$ cat config.mk
export PLATFORM = sky130hd
export DESIGN_NAME = rgb_host_ctrl_flat
export DESIGN_NICKNAME = d
export VERILOG_FILES = /design/src/rtl/rgb_host_ctrl_if.sv /design/src/rtl/rgb_host_ctrl.sv /design/src/flat_wrapper.sv
export SDC_FILE = /design/constraint.sdc
export NUM_CORES = 1
export LEC_CHECK = 0
export CAP_MARGIN = 5
export CELL_PAD_IN_SITES_DETAIL_PLACEMENT = 1
export CELL_PAD_IN_SITES_GLOBAL_PLACEMENT = 1
export CORE_MARGIN = 2
export CORE_UTILIZATION = 50
export CTS_BUF_LIST = sky130_fd_sc_hd__clkbuf_4
export DETAILED_ROUTE_END_ITERATION = 10
export PLACE_DENSITY_LB_ADDON = 0.1
export SYNTH_ARGS = -nofsm -noshare
export SYNTH_HDL_FRONTEND = slang
export SYNTH_SLANG_ARGS = --single-unit
$ cat constraint.sdc
create_clock -name clk -period 3.5 [get_ports clk]
set_input_delay 0.7 -clock clk [delete_from_list [all_inputs] [get_ports clk]]
set_output_delay 0.7 -clock clk [all_outputs]
set_load 0.01 [all_outputs]
$ cat src/rtl/rgb_host_ctrl_if.sv
// Host link and LED status bundle for rgb_host_ctrl.
// master drives the host pins; slave is the controller.
interface rgb_host_ctrl_if;
  logic       host_sel;
  logic       host_dat;
  logic       host_stb;
  logic [2:0] rgb;
  logic       frame_ok;
  logic       frame_err;
  logic       busy;

  modport master (
    output host_sel, host_dat, host_stb,
    input  rgb, frame_ok, frame_err, busy
  );

  modport slave (
    input  host_sel, host_dat, host_stb,
    output rgb, frame_ok, frame_err, busy
  );
endinterface

$ cat src/rtl/rgb_host_ctrl.sv
// rgb_host_ctrl: 3-wire framed host receiver and
// glitch-free 8-bit PWM driver for the RGB LED.
module rgb_host_ctrl #(
  parameter int unsigned PRESCALE   = 64,
  parameter bit          ACTIVE_LOW = 1'b1
) (
  input logic            clk,
  input logic            rst_n,
  rgb_host_ctrl_if.slave bus
);
  localparam int unsigned PW =
    (PRESCALE > 1) ? $clog2(PRESCALE) : 1;

  localparam logic [1:0] CMD_DUTY = 2'b00;
  localparam logic [1:0] CMD_MODE = 2'b01;
  localparam logic [1:0] CMD_CLR  = 2'b11;

  typedef enum logic [1:0] {
    IDLE,
    SHIFT,
    COMMIT
  } state_t;

  logic [1:0] sel_q;
  logic [1:0] dat_q;
  logic [1:0] stb_q;
  logic       sel_s;
  logic       dat_s;
  logic       stb_s;
  logic       stb_d;
  logic       stb_rise;

  state_t      state;
  state_t      state_nx;
  logic [15:0] shreg;
  logic [15:0] shreg_nx;
  logic [4:0]  cnt;
  logic [4:0]  cnt_nx;
  logic        ok_nx;
  logic        err_nx;
  logic        ok_q;
  logic        err_q;

  logic [1:0]      cmd;
  logic [1:0]      chan;
  logic [7:0]      val;
  logic            rsvd_unused;
  logic            commit;
  logic [2:0][7:0] shadow;
  logic [2:0][7:0] shadow_nx;
  logic [2:0][7:0] active;
  logic            pass;
  logic            pass_nx;

  logic [PW-1:0] presc;
  logic          tick;
  logic [7:0]    pwm_cnt;
  logic [2:0]    on;
  logic [2:0]    rgb_nx;
  logic [2:0]    rgb_q;

  always_ff @(posedge clk or negedge rst_n) begin
    if (!rst_n) begin
      sel_q <= '0;
      dat_q <= '0;
      stb_q <= '0;
      stb_d <= 1'b0;
    end else begin
      sel_q <= {sel_q[0], bus.host_sel};
      dat_q <= {dat_q[0], bus.host_dat};
      stb_q <= {stb_q[0], bus.host_stb};
      stb_d <= stb_s;
    end
  end

  assign sel_s    = sel_q[1];
  assign dat_s    = dat_q[1];
  assign stb_s    = stb_q[1];
  assign stb_rise = stb_s & ~stb_d;

  always_comb begin
    state_nx = state;
    shreg_nx = shreg;
    cnt_nx   = cnt;
    ok_nx    = 1'b0;
    err_nx   = 1'b0;
    unique case (state)
      IDLE: begin
        if (sel_s) begin
          state_nx = SHIFT;
          shreg_nx = '0;
          cnt_nx   = '0;
        end
      end
      SHIFT: begin
        if (!sel_s) begin
          if (cnt == 5'd16) begin
            state_nx = COMMIT;
          end else begin
            err_nx   = 1'b1;
            state_nx = IDLE;
          end
        end else if (stb_rise) begin
          shreg_nx = {shreg[14:0], dat_s};
          if (cnt != 5'd17) cnt_nx = cnt + 5'd1;
        end
      end
      COMMIT: begin
        ok_nx    = 1'b1;
        state_nx = IDLE;
      end
      default: state_nx = IDLE;
    endcase
  end

  assign cmd         = shreg[15:14];
  assign chan        = shreg[13:12];
  assign val         = shreg[7:0];
  assign rsvd_unused = ^shreg[11:8];
  assign commit      = (state == COMMIT);

  // Shadow index follows rgb bit order, so chan 0 (red) is index 2.
  always_comb begin
    shadow_nx = shadow;
    pass_nx   = pass;
    if (commit) begin
      unique case (1'b1)
        cmd == CMD_DUTY: begin
          for (int i = 0; i < 3; i++) begin
            if (chan == 2'd3 || chan == 2'(2 - i))
              shadow_nx[i] = val;
          end
        end
        cmd == CMD_MODE: pass_nx = val[0];
        cmd == CMD_CLR:  shadow_nx = '0;
        default: ;
      endcase
    end
  end

  always_ff @(posedge clk or negedge rst_n) begin
    if (!rst_n) begin
      state  <= IDLE;
      shreg  <= '0;
      cnt    <= '0;
      ok_q   <= 1'b0;
      err_q  <= 1'b0;
      shadow <= '0;
      pass   <= 1'b0;
    end else begin
      state  <= state_nx;
      shreg  <= shreg_nx;
      cnt    <= cnt_nx;
      ok_q   <= ok_nx;
      err_q  <= err_nx;
      shadow <= shadow_nx;
      pass   <= pass_nx;
    end
  end

  assign tick = (presc == PW'(PRESCALE - 1));

  // Active duties only move at the period wrap.
  always_ff @(posedge clk or negedge rst_n) begin
    if (!rst_n) begin
      presc   <= '0;
      pwm_cnt <= '0;
      active  <= '0;
    end else begin
      presc <= tick ? '0 : presc + 1'b1;
      if (tick) begin
        pwm_cnt <= pwm_cnt + 8'd1;
        if (pwm_cnt == 8'hFF) active <= shadow;
      end
    end
  end

  always_comb begin
    for (int i = 0; i < 3; i++) begin
      on[i] = (pwm_cnt < active[i]);
    end
  end

  assign rgb_nx = pass ? {sel_s, dat_s, stb_s}
                       : (on ^ {3{ACTIVE_LOW}});

  always_ff @(posedge clk or negedge rst_n) begin
    if (!rst_n) rgb_q <= {3{ACTIVE_LOW}};
    else        rgb_q <= rgb_nx;
  end

  assign bus.rgb       = rgb_q;
  assign bus.frame_ok  = ok_q;
  assign bus.frame_err = err_q;
  assign bus.busy      = (state == SHIFT);
endmodule

$ cat src/flat_wrapper.sv
// flat-port wrapper written by rule: the top's interface ports become plain ports
module rgb_host_ctrl_flat 
#(
  parameter int unsigned PRESCALE   = 64,
  parameter bit          ACTIVE_LOW = 1'b1
)
  (clk, rst_n, bus_host_sel, bus_host_dat, bus_host_stb, bus_rgb, bus_frame_ok, bus_frame_err, bus_busy);
  rgb_host_ctrl_if bus_i ();
  input logic clk;
  input logic rst_n;
  input wire logic [$bits(bus_i.host_sel)-1:0] bus_host_sel;
  input wire logic [$bits(bus_i.host_dat)-1:0] bus_host_dat;
  input wire logic [$bits(bus_i.host_stb)-1:0] bus_host_stb;
  output wire logic [$bits(bus_i.rgb)-1:0] bus_rgb;
  output wire logic [$bits(bus_i.frame_ok)-1:0] bus_frame_ok;
  output wire logic [$bits(bus_i.frame_err)-1:0] bus_frame_err;
  output wire logic [$bits(bus_i.busy)-1:0] bus_busy;
  assign bus_i.host_sel = bus_host_sel;
  assign bus_i.host_dat = bus_host_dat;
  assign bus_i.host_stb = bus_host_stb;
  assign bus_rgb = bus_i.rgb;
  assign bus_frame_ok = bus_i.frame_ok;
  assign bus_frame_err = bus_i.frame_err;
  assign bus_busy = bus_i.busy;
  rgb_host_ctrl #(.PRESCALE(PRESCALE), .ACTIVE_LOW(ACTIVE_LOW)) u_core (.clk(clk), .rst_n(rst_n), .bus(bus_i));
endmodule
# == After elaboration in Yosys (flattened, before gate mapping) ==
# Index checks and enable logic that the tools add are counted.
# totals
ff_bits,98
word_cells,86
input_bits,5
out_inout_bits,6
# classes
bitwise,3
n_reduce_logical,16
mux,23
eq_ne,19
order_cmp,3
addsub,3
# op_table
cell,n
$mux 16,3
$pmux 24 s2,1
$pmux 16 s2,1
$lt 8x8->1,3
$mux 8,3
$mux 5,4
$pmux 5 s2,1
$reduce_and 3->1,3
$add 8x1->8 const B,1
$eq 2x2->1 const B,4
$eq 8x8->1 const B,1
$ne 2x1->1 const B,4
$ne 2x2->1 const B,4
$add 6x1->6 const B,1
$eq 2x1->1 const B,3
$eq 6x6->1 const B,1
$logic_not 2->1,3
$mux 2,3
$mux 6,1
$reduce_and 2->1,3
$add 5x1->5 const B,1
$eq 5x5->1 const B,1
$ne 5x5->1 const B,1
$reduce_and 5->1,1
9 further kinds,15

# == Logic depth before layout (Yosys ltp) ==
# Gate-level depths: netlist of run 1.
# depth
word_depth,5
ltp_mapped,6
depth_no_buf,6

# == Worst setup path after synthesis of run 1 ==
# No wires, ideal clock.
# synth_timing
kind,reg-to-output
from,register u_core.state[1]
to,output bus_busy
path_stages_with_launch,5
arrival_ns,1.079
t_required_ns,2.800
setup_slack_ns,1.721
path_buffers,2
path_cell_list,dfrtp_1 nand2b_1 buf_2 clkinv_1 buf_1
# synth_via
elab_chain_len,1
# synth_lines
item,line,rtl
start: declaration,rgb_host_ctrl.sv:33,state_t state;
start signal: assignment,rgb_host_ctrl.sv:151,state <= state_nx;
$eq 2x1->1,rgb_host_ctrl.sv:195,assign bus.busy = (state == SHIFT);
end: declaration,flat_wrapper.sv:17,output wire logic [$bits(bus_i.busy)-1:0] bus_busy;
# No other way between the ends.

# == Worst setup path after layout of run 1 ==
# Ends and elaborated chain as after synthesis.

==> impl_results.rst, run 1 <==
.. list-table::
   :header-rows: 1

   * - Metric
     - Value
   * - Sequential-to-total area share from yosys stat
     - 53.8%
   * - Area of the multi-input gates
     - 1940 µm²
   * - Number of failing hold endpoints at the final stage
     - 0
   * - Post-CTS setup buffer count
     - 0
   * - Count of hold-fix buffers inserted at cts
     - 0
   * - PostCTS Resize Cnt
     - 0
   * - Worst-path cell chain
     - nand2b_1 -> clkinv_1 -> buf_4 -> clkdlybuf4s50_1
   * - Area of all sequential standard cells
     - 2460 µm²
   * - Cell class contributing the biggest share of worst-path delay
     - buffers and inverters
   * - Status
     - completed
   * - Number of placed I/O pins
     - 11
   * - Initial DRC count
     - 82
   * - Worst hold path class
     - in -> async
   * - Synthesized flop and latch total
     - 98
   * - Effective utilization at floorplan
     - 51.8%
   * - Achievable clock frequency
     - 0.371 GHz
   * - Classification of the worst setup path
     - reg -> out
   * - FF-to-FF setup slack
     - 1.30 ns
   * - Root buf cell
     - sky130_fd_sc_hd__clkbuf_4
   * - Worst setup skew after layout
     - 0.0216 ns
   * - Wire length of the first global-routing pass
     - 15100 µm
   * - Worst hold margin
     - 0.296 ns
   * - CTS tree
     - yes
   * - Post-DR wirelength/cell
     - 17.5 µm
   * - Number of buffer and inverter stages on the critical path
     - 3
   * - Post-detailed-routing wire length
     - 8790 µm
   * - Cell type of the slowest stage on the worst timing path
     - sky130_fd_sc_hd__clkdlybuf4s50_1
   * - Destination of the worst register-to-register timing path
     - u_core.active[16]$_DFFE_PN0P_
   * - Pre-CTS setup slack
     - 1.29 ns
   * - Remaining antenna violation count after routing
     - 0
   * - Type of element capturing the critical path
     - output port
   * - Share of flip-flops with an asynchronous set or reset after synthesis
     - 100%
   * - Count of pins over their slew limit
     - 0
   * - Post-layout instance area
     - 4920 µm²
   * - Total cell area at the placement stage
     - 4760 µm²
   * - RSZ-0062 raised after global routing
     - no
   * - Min cycle time layout
     - 2.69 ns
   * - Clock latency reported for the late side of the worst-skew pair
     - 0.44 ns
   * - GRT Resource Usage Total
     - 19.9%
   * - Remaining global-route overflow
     - 0
   * - Filler cell count
     - 938
   * - Syn Nets
     - 411
   * - Y dimension of the die
     - 99.5 µm
   * - Vias in the first global route
     - 2966
   * - IO buf count
     - 10
   * - Most common flop cell mapped by yosys
     - sky130_fd_sc_hd__dfrtp_1
   * - Termination of the worst setup path
     - bus_busy
   * - Post-route worst setup slack
     - 0.807 ns
   * - Final setup viols
     - 0
   * - CP required
     - 2.80 ns
   * - Die Outline Area
     - 9900 µm²
   * - Maximum vdd drop
     - 193 µV
   * - Utilization of the core after routing
     - 55.9%
   * - Number of buffers inserted during clock tree synthesis
     - 9
   * - Fraction of the cycle the final worst path needs
     - 76.9%
   * - Max stage delay on crit path
     - 0.56 ns
   * - Fraction of layout instances using a drive strength above 1
     - 20.3%
   * - Total half-perimeter wirelength after legalization and detailed placement
     - 6450 µm
   * - Count of unique library cells instantiated by Yosys
     - 46
   * - Signal arrival time at the worst endpoint
     - 1.99 ns
   * - Post-Synthesis Mean Instance Area
     - 12.1 µm²
   * - Area added between synthesis and finish
     - 7.95%
   * - Worst Max-Slew Pin Slew
     - 0.944 ns
   * - Clock input transition at the sequential cells of the worst setup and hold paths
     - 0.16 ns
   * - Number of buffers on the longest clock path
     - 2
   * - Number of flops mapped to enable cells by yosys
     - 0
   * - Cell area after synthesis
     - 4560 µm²
   * - Total number of clock tree sinks
     - 98
   * - Origin of the worst setup path
     - u_core.state[1]$_DFFE_PN0P_
   * - Worst slew margin
     - 37.1%
   * - Core area
     - 8810 µm²
   * - Number of cells on the worst reg-to-reg path
     - 5
   * - Maximum level of the CTS H-tree
     - 3
   * - Summed negative setup slack over all endpoints
     - 0 ns
   * - Warnings, synthesis
     - 0
   * - Startpoint Class
     - flop
   * - Critical path depth in cells
     - 4
   * - Maximum number of pins on one net before global-route repair
     - 64
   * - Max_cap viols
     - 0
   * - Number of vias after detailed routing
     - 2758
   * - Lkg Pwr
     - 2.41 nW
   * - Detailed-route DRC error count
     - 0
   * - Final net count
     - 424
   * - Maximum fanout count along the critical path
     - 18
   * - Cell Rows
     - 34
   * - First-pass DRT Iterations
     - 4
   * - Ant diodes
     - 0
   * - Via-to-Cell Ratio
     - 5.48
   * - X dimension of the die
     - 99.5 µm
   * - Pwr/cell area
     - 394 nW/µm²
   * - Count of mapped cells out of synthesis
     - 377
   * - Worst R2R Start
     - u_core.presc[0]$_DFF_PN0_
   * - Number of antenna violations at the first check in global routing
     - 0
   * - Routability congestion estimate
     - 0.726
==> sequential cells by signal, summed over array words and instances (netlist names) <==
name	flops
u_core.sel_q	2
u_core.dat_q	2
u_core.pwm_cnt	8
u_core.shadow	24
u_core.state	2
u_core.stb_q	2
u_core.pass	1
u_core.bus.frame_err	1
u_core.shreg	16
u_core.bus.rgb	3
u_core.stb_d	1
u_core.presc	6
u_core.cnt	5
u_core.active	24
u_core.bus.frame_ok	1
==> layout by cell type (no fill, tap or decap), types with 3 or more instances in the layout <==
cell and n:
sky130_fd_sc_hd__a21oi_1 5, sky130_fd_sc_hd__o21ai_2 3, sky130_fd_sc_hd__dfrtp_1 95, sky130_fd_sc_hd__nand2b_1 6
sky130_fd_sc_hd__nand3_1 6, sky130_fd_sc_hd__inv_1 27, sky130_fd_sc_hd__mux2_4 20, sky130_fd_sc_hd__nand4_1 5
sky130_fd_sc_hd__nor3_1 7, sky130_fd_sc_hd__clkdlybuf4s50_1 9, sky130_fd_sc_hd__nand2_1 40, sky130_fd_sc_hd__nor2_1 12
sky130_fd_sc_hd__xor2_1 5, sky130_fd_sc_hd__o21ai_0 20, sky130_fd_sc_hd__clkbuf_4 10, sky130_fd_sc_hd__and2_1 8
sky130_fd_sc_hd__a31oi_1 4, sky130_fd_sc_hd__a21o_1 3, sky130_fd_sc_hd__mux2_2 30, sky130_fd_sc_hd__dfstp_2 3
sky130_fd_sc_hd__xnor2_1 5, sky130_fd_sc_hd__o31ai_1 4, sky130_fd_sc_hd__buf_4 4, sky130_fd_sc_hd__ha_1 29
sky130_fd_sc_hd__and3_1 3
==> worst min path at each step <==
stage                                        end  cells past startpoint                       from
global route        u_core.active[6]$_DFFE_PN0P_                      1                      rst_n
global placement       u_core.dat_q[1]$_DFF_PN0_                      0  u_core.dat_q[0]$_DFF_PN0_
CTS                 u_core.shadow[6]$_DFFE_PN0P_                      1                      rst_n
detailed placement     u_core.stb_q[1]$_DFF_PN0_                      0  u_core.stb_q[0]$_DFF_PN0_
finish              u_core.active[6]$_DFFE_PN0P_                      1                      rst_n
floorplan              u_core.dat_q[1]$_DFF_PN0_                      0  u_core.dat_q[0]$_DFF_PN0_
==> synthesized netlist by cell type (3+ instances only) <==
cell type | number | area share (%)
sky130_fd_sc_hd__xor2_1 | 5 | 0.96
sky130_fd_sc_hd__a31oi_1 | 4 | 0.55
sky130_fd_sc_hd__nor3_1 | 7 | 0.77
sky130_fd_sc_hd__mux2_2 | 30 | 7.4
sky130_fd_sc_hd__dfrtp_1 | 95 | 52
sky130_fd_sc_hd__a21oi_1 | 5 | 0.55
sky130_fd_sc_hd__o31ai_1 | 4 | 0.66
sky130_fd_sc_hd__mux2_4 | 20 | 6.6
sky130_fd_sc_hd__and3_1 | 3 | 0.41
sky130_fd_sc_hd__o21ai_2 | 3 | 0.58
sky130_fd_sc_hd__o21ai_0 | 20 | 2.2
sky130_fd_sc_hd__dfstp_2 | 3 | 1.7
sky130_fd_sc_hd__nand3_1 | 6 | 0.66
sky130_fd_sc_hd__and2_1 | 8 | 1.1
sky130_fd_sc_hd__clkbuf_1 | 7 | 0.58
sky130_fd_sc_hd__inv_1 | 27 | 2.2
sky130_fd_sc_hd__a21o_1 | 3 | 0.49
sky130_fd_sc_hd__ha_1 | 29 | 8.0
sky130_fd_sc_hd__nand2b_1 | 6 | 0.82
sky130_fd_sc_hd__xnor2_1 | 5 | 0.96
sky130_fd_sc_hd__nand4_1 | 5 | 0.69
sky130_fd_sc_hd__nand2_1 | 40 | 3.3
sky130_fd_sc_hd__nor2_1 | 12 | 0.99
==> cell families (layout without fill, tap and decap cells) <==
logic type	after synthesis	after routing	synth area share, %
XOR/XNOR	10	10	1.92
flip-flops	98	98	53.8
buffers and inverters	39	57	3.57
multiplexers	52	52	14.4
adder cells (fa/ha/maj)	29	29	7.95
AO/OA/AOI/OAI	49	49	6.77
AND/OR/NAND/NOR	100	100	11.5
==> metal layers <==
metal	part of all wire [%]	up-vias	track usage, %
met5	0	-	0
met4	1.6	0	7.59
met3	1.3	10	2.53
met2	51	16	33.7
met1	46	1412	26.1
li1	-	1320	-
==> layout make-up <==
cell class / instances / area share (%)
Clock buffer: 10 / 1.52
Timing Repair Buffer: 13 / 2.44
Tap cell: 108 / 2.74
Sequential cell: 98 / 49.9
Clock inverter: 6 / 1.83
Inverter: 28 / 2.13
Multi-Input combinational cell: 240 / 39.5
==> power by group <==
part / switching, mW / internal (mW)
logic: 0.0608 / 0.0286
clock network: 0.380 / 0.301
registers: 0.0181 / 1.15
total: 0.459 / 1.48
==> per-stage QoR <==
stage          instances  total power [mW]
4_1_cts              503              1.97
6_report             503              1.94
5_1_grt              503              2.03
3_5_place_dp         487              1.28
2_1_floorplan        377              1.23
3_3_place_gp         487              1.28
Note: power is estimated with default switching activity, not from simulation.
==> run 2, diff against run 1 <==
--- a/config.mk
+++ b/config.mk
@@ -9,7 +9,7 @@
 export CELL_PAD_IN_SITES_DETAIL_PLACEMENT = 1
 export CELL_PAD_IN_SITES_GLOBAL_PLACEMENT = 1
 export CORE_MARGIN = 2
-export CORE_UTILIZATION = 50
+export CORE_UTILIZATION = 48
 export CTS_BUF_LIST = sky130_fd_sc_hd__clkbuf_4
 export DETAILED_ROUTE_END_ITERATION = 10
 export PLACE_DENSITY_LB_ADDON = 0.1
==> constraint.sdc (replaced) <==
create_clock -name clk -period 2.3 [get_ports clk]
set_input_delay 0.46 -clock clk [delete_from_list [all_inputs] [get_ports clk]]
set_output_delay 0.46 -clock clk [all_outputs]
set_load 0.01 [all_outputs]
==> impl_results.rst, run 2 (synthesis results as in run 1) <==
.. list-table::
   :header-rows: 1

   * - Metric
     - Value
   * - Status
     - completed
   * - Largest registers ranked by flip-flop count
     - u_core.active x24, u_core.shadow x24, u_core.shreg x16
   * - Wire length of the first global-routing pass
     - 14500 µm (-3.8%)
   * - Post-CTS setup buffer count
     - 0 (unchanged)
   * - Worst Max-Slew Pin Slew
     - 0.631 ns (-0.313 ns)
   * - Worst hold path class
     - reg -> reg
   * - X dimension of the die
     - 101 µm (+2.0%)
   * - Signal arrival time at the worst endpoint
     - 1.75 ns (-0.24 ns)
   * - Destination of the worst register-to-register timing path
     - u_core.active[5]$_DFFE_PN0P_
   * - Maximum vdd drop
     - 303 µV (+57%)
   * - Ant diodes
     - 0 (unchanged)
   * - End of the worst hold path
     - u_core.dat_q[1]$_DFF_PN0_
   * - Maximum number of pins on one net before global-route repair
     - 75 (+17%)
   * - FF-to-FF setup slack
     - 0.17 ns (-1.13 ns)
   * - Post-route worst setup slack
     - 0.0879 ns (-0.719 ns)
   * - Number of instances on the worst hold path
     - 0
   * - Total half-perimeter wirelength after legalization and detailed placement
     - 6370 µm (-1.2%)
   * - Via-to-Cell Ratio
     - 5.09 (-7.2%)
   * - Achievable clock frequency
     - 0.452 GHz
   * - Detailed-route DRC error count
     - 0 (unchanged)
   * - Post-detailed-routing wire length
     - 8690 µm (-1.1%)
   * - Switching part of the total
     - 23.4% (-0.27 points)
   * - Number of cells on the worst reg-to-reg path
     - 5 (unchanged)
   * - Number of antenna violations at the first check in global routing
     - 0 (unchanged)
   * - Maximum level of the CTS H-tree
     - 3 (unchanged)
   * - Worst setup skew after layout
     - 0.0157 ns (-0.00591 ns)
   * - Y dimension of the die
     - 101 µm (+2.0%)
   * - Pwr/cell area
     - 594 nW/µm² (+51%)
   * - Min cycle time layout
     - 2.21 ns
   * - Startpoint Class
     - flop
   * - GRT Resource Usage Total
     - 18.8% (-1.1 points)
   * - First-pass DRT Iterations
     - 4 (unchanged)
   * - Remaining antenna violation count after routing
     - 0 (unchanged)
   * - Final net count
     - 428 (+0.94%)
   * - Vias in the first global route
     - 2857 (-3.7%)
   * - Most frequent standard cell in the layout excluding fill and tap cells
     - sky130_fd_sc_hd__dfrtp_1
   * - Pre-CTS setup slack
     - 0.143 ns (-1.15 ns)
   * - Count of placed standard cells including taps
     - 511 (+4.9%)
   * - Clock power frac
     - 35.2% (about the same)
   * - Worst slew margin
     - 56.8% (+20 points)
   * - Final setup viols
     - 0 (unchanged)
   * - Clock latency reported for the late side of the worst-skew pair
     - 0.45 ns (about the same)
   * - Proportion of power drawn by flip-flops and latches
     - 59.9% (-0.4 points)
   * - Clock input transition at the sequential cells of the worst setup and hold paths
     - 0.14 ns (-0.02 ns)
   * - Core area
     - 9240 µm² (+4.9%)
   * - Root buf cell
     - sky130_fd_sc_hd__clkbuf_4
   * - Effective utilization at floorplan
     - 49.4% (-2.4 points)
   * - Post-DR wirelength/cell
     - 16.5 µm (-5.8%)
   * - Worst R2R Start
     - u_core.presc[0]$_DFF_PN0_
   * - Fin cells
     - 528 (+5.0%)
   * - Initial DRC count
     - 80 (-2.4%)
   * - Fraction of the cycle the final worst path needs
     - 96.2%
   * - Switching pwr
     - 0.695 mW (+51%)
   * - Remaining global-route overflow
     - 0 (unchanged)
   * - Fraction of layout instances using a drive strength above 1
     - 20.8% (+0.55 points)
   * - IO buf count
     - 10 (unchanged)
   * - CTS tree
     - yes
   * - Number of buffers on the longest clock path
     - 2 (unchanged)
   * - CP required
     - 1.84 ns (-0.96 ns)
   * - Number of failing hold endpoints at the final stage
     - 0 (unchanged)
   * - Gate power share
     - 4.9% (+0.3 points)
   * - Classification of the worst setup path
     - reg -> out
   * - Number of buffers inserted during clock tree synthesis
     - 9 (unchanged)
   * - Summed negative setup slack over all endpoints
     - 0 ns (unchanged)
   * - Worst hold path startpoint
     - u_core.dat_q[0]$_DFF_PN0_
   * - Number of placed I/O pins
     - 11 (unchanged)
   * - Die Outline Area
     - 10300 µm² (+4.0%)
   * - Max_cap viols
     - 0 (unchanged)
   * - Cell Rows
     - 35 (+2.9%)
   * - RSZ-0062 raised after global routing
     - no
   * - Total number of clock tree sinks
     - 98 (unchanged)
   * - Type of element capturing the critical path
     - output port
   * - Routability congestion estimate
     - 0.782 (+7.8%)
   * - Count of pins over their slew limit
     - 0 (unchanged)
   * - Most frequent cells in the layout
     - 95 x sky130_fd_sc_hd__dfrtp_1, 40 x sky130_fd_sc_hd__nand2_1, 30 x sky130_fd_sc_hd__mux2_2
   * - Lkg Pwr
     - 2.43 nW (+1.1%)
   * - Number of vias after detailed routing
     - 2688 (-2.5%)
   * - Internal Pwr Total
     - 2.28 mW (+54%)
   * - Area added between synthesis and finish
     - 9.57%
   * - Maximum fanout count along the critical path
     - 4 (-14)
run 2: cell types whose count changed in the layout (fill, tap and decap cells not counted), sizes merged:
| cell | change |
|---|---|
| buf | +3 |
| clkbuf | +1 |
| clkinv | -2 |
| dlygate4sd3 | +1 |
| inv | +1 |
run 2: worst max-delay path by stage:
stage                           startpoint                             to  slack (ns)  cells past startpoint
2_1_floorplan    u_core.presc[0]$_DFF_PN0_  u_core.active[10]$_DFFE_PN0P_        0.63                      6
3_3_place_gp     u_core.presc[0]$_DFF_PN0_  u_core.active[18]$_DFFE_PN0P_        0.22                      5
3_5_place_dp     u_core.presc[0]$_DFF_PN0_  u_core.active[22]$_DFFE_PN0P_        0.14                      5
4_1_cts        u_core.state[0]$_DFFE_PN0P_                       bus_busy        0.05                      3
5_1_grt          u_core.presc[0]$_DFF_PN0_  u_core.active[10]$_DFFE_PN0P_       0.006                      5
6_report       u_core.state[0]$_DFFE_PN0P_                       bus_busy        0.09                      3
run 2: critical path, stage by stage (launching register included):
cell	delay [ns]
sky130_fd_sc_hd__dfrtp_1	0.44
sky130_fd_sc_hd__nand2b_1	0.20
sky130_fd_sc_hd__clkinv_1	0.16
sky130_fd_sc_hd__clkdlybuf4s50_1	0.51
run 2: area by class of cell:
type                    instances  area (µm²)
fillers                       956        4240
flip-flops and latches         98        2460
multi-input cells             240        1940
repair buffers                 17         165
well taps                     129         161
inverters                      28         105
clock inverters                 5        85.1
clock buffers                  11        82.6
run 2: per-layer routing:
metal  part of all wire [%]  GRT usage [%]  routed length (µm)  up-vias
met5                      0              0                   0        -
li1                       -              -                   -     1338
met4                    1.6           6.55                 143        0
met3                    2.2           3.93                 193       11
met2                     45           29.0                3940       21
met1                     51           26.4                4410     1318
run 2: repair_timing:
| action | CTS | global route |
|---|---|---|
| resized for setup | 0 | 0 |
| hold buffers | 1 | 0 |
| hold endpoints to repair | 21 | 0 |
run 2: power by group through the flow:
| stage | clock network (mW) | logic, mW | registers [mW] |
|---|---|---|---|
| global placement | 0 | 0.143 | 1.81 |
| detailed placement | 0 | 0.148 | 1.81 |
| floorplan | 0 | 0.0739 | 1.80 |
| global route | 1.13 | 0.166 | 1.78 |
| CTS | 1.09 | 0.150 | 1.78 |
| finish | 1.05 | 0.146 | 1.78 |
run 2: through the flow:
stage	area (µm²)	utilization [%]	total power, mW	hold slack (ns)
after floorplan	4560	-	1.88	0.164
after global placement	4820	52.2	1.95	0.333
after detailed placement	4820	52.2	1.96	0.336
after CTS	5000	54.1	3.02	0.368
after global routing	5000	54.1	3.08	0.376
final	5000	54.1	2.97	0.366
==> run 3, diff against run 2 <==
--- a/config.mk
+++ b/config.mk
@@ -11,6 +11,7 @@
 export CORE_MARGIN = 2
 export CORE_UTILIZATION = 48
 export CTS_BUF_LIST = sky130_fd_sc_hd__clkbuf_4
+export CTS_CLUSTER_DIAMETER = 80
 export DETAILED_ROUTE_END_ITERATION = 10
 export PLACE_DENSITY_LB_ADDON = 0.1
 export SYNTH_ARGS = -nofsm -noshare
==> results of run 3 <==
Final layout, timing and power as in run 2 (identical DEF).
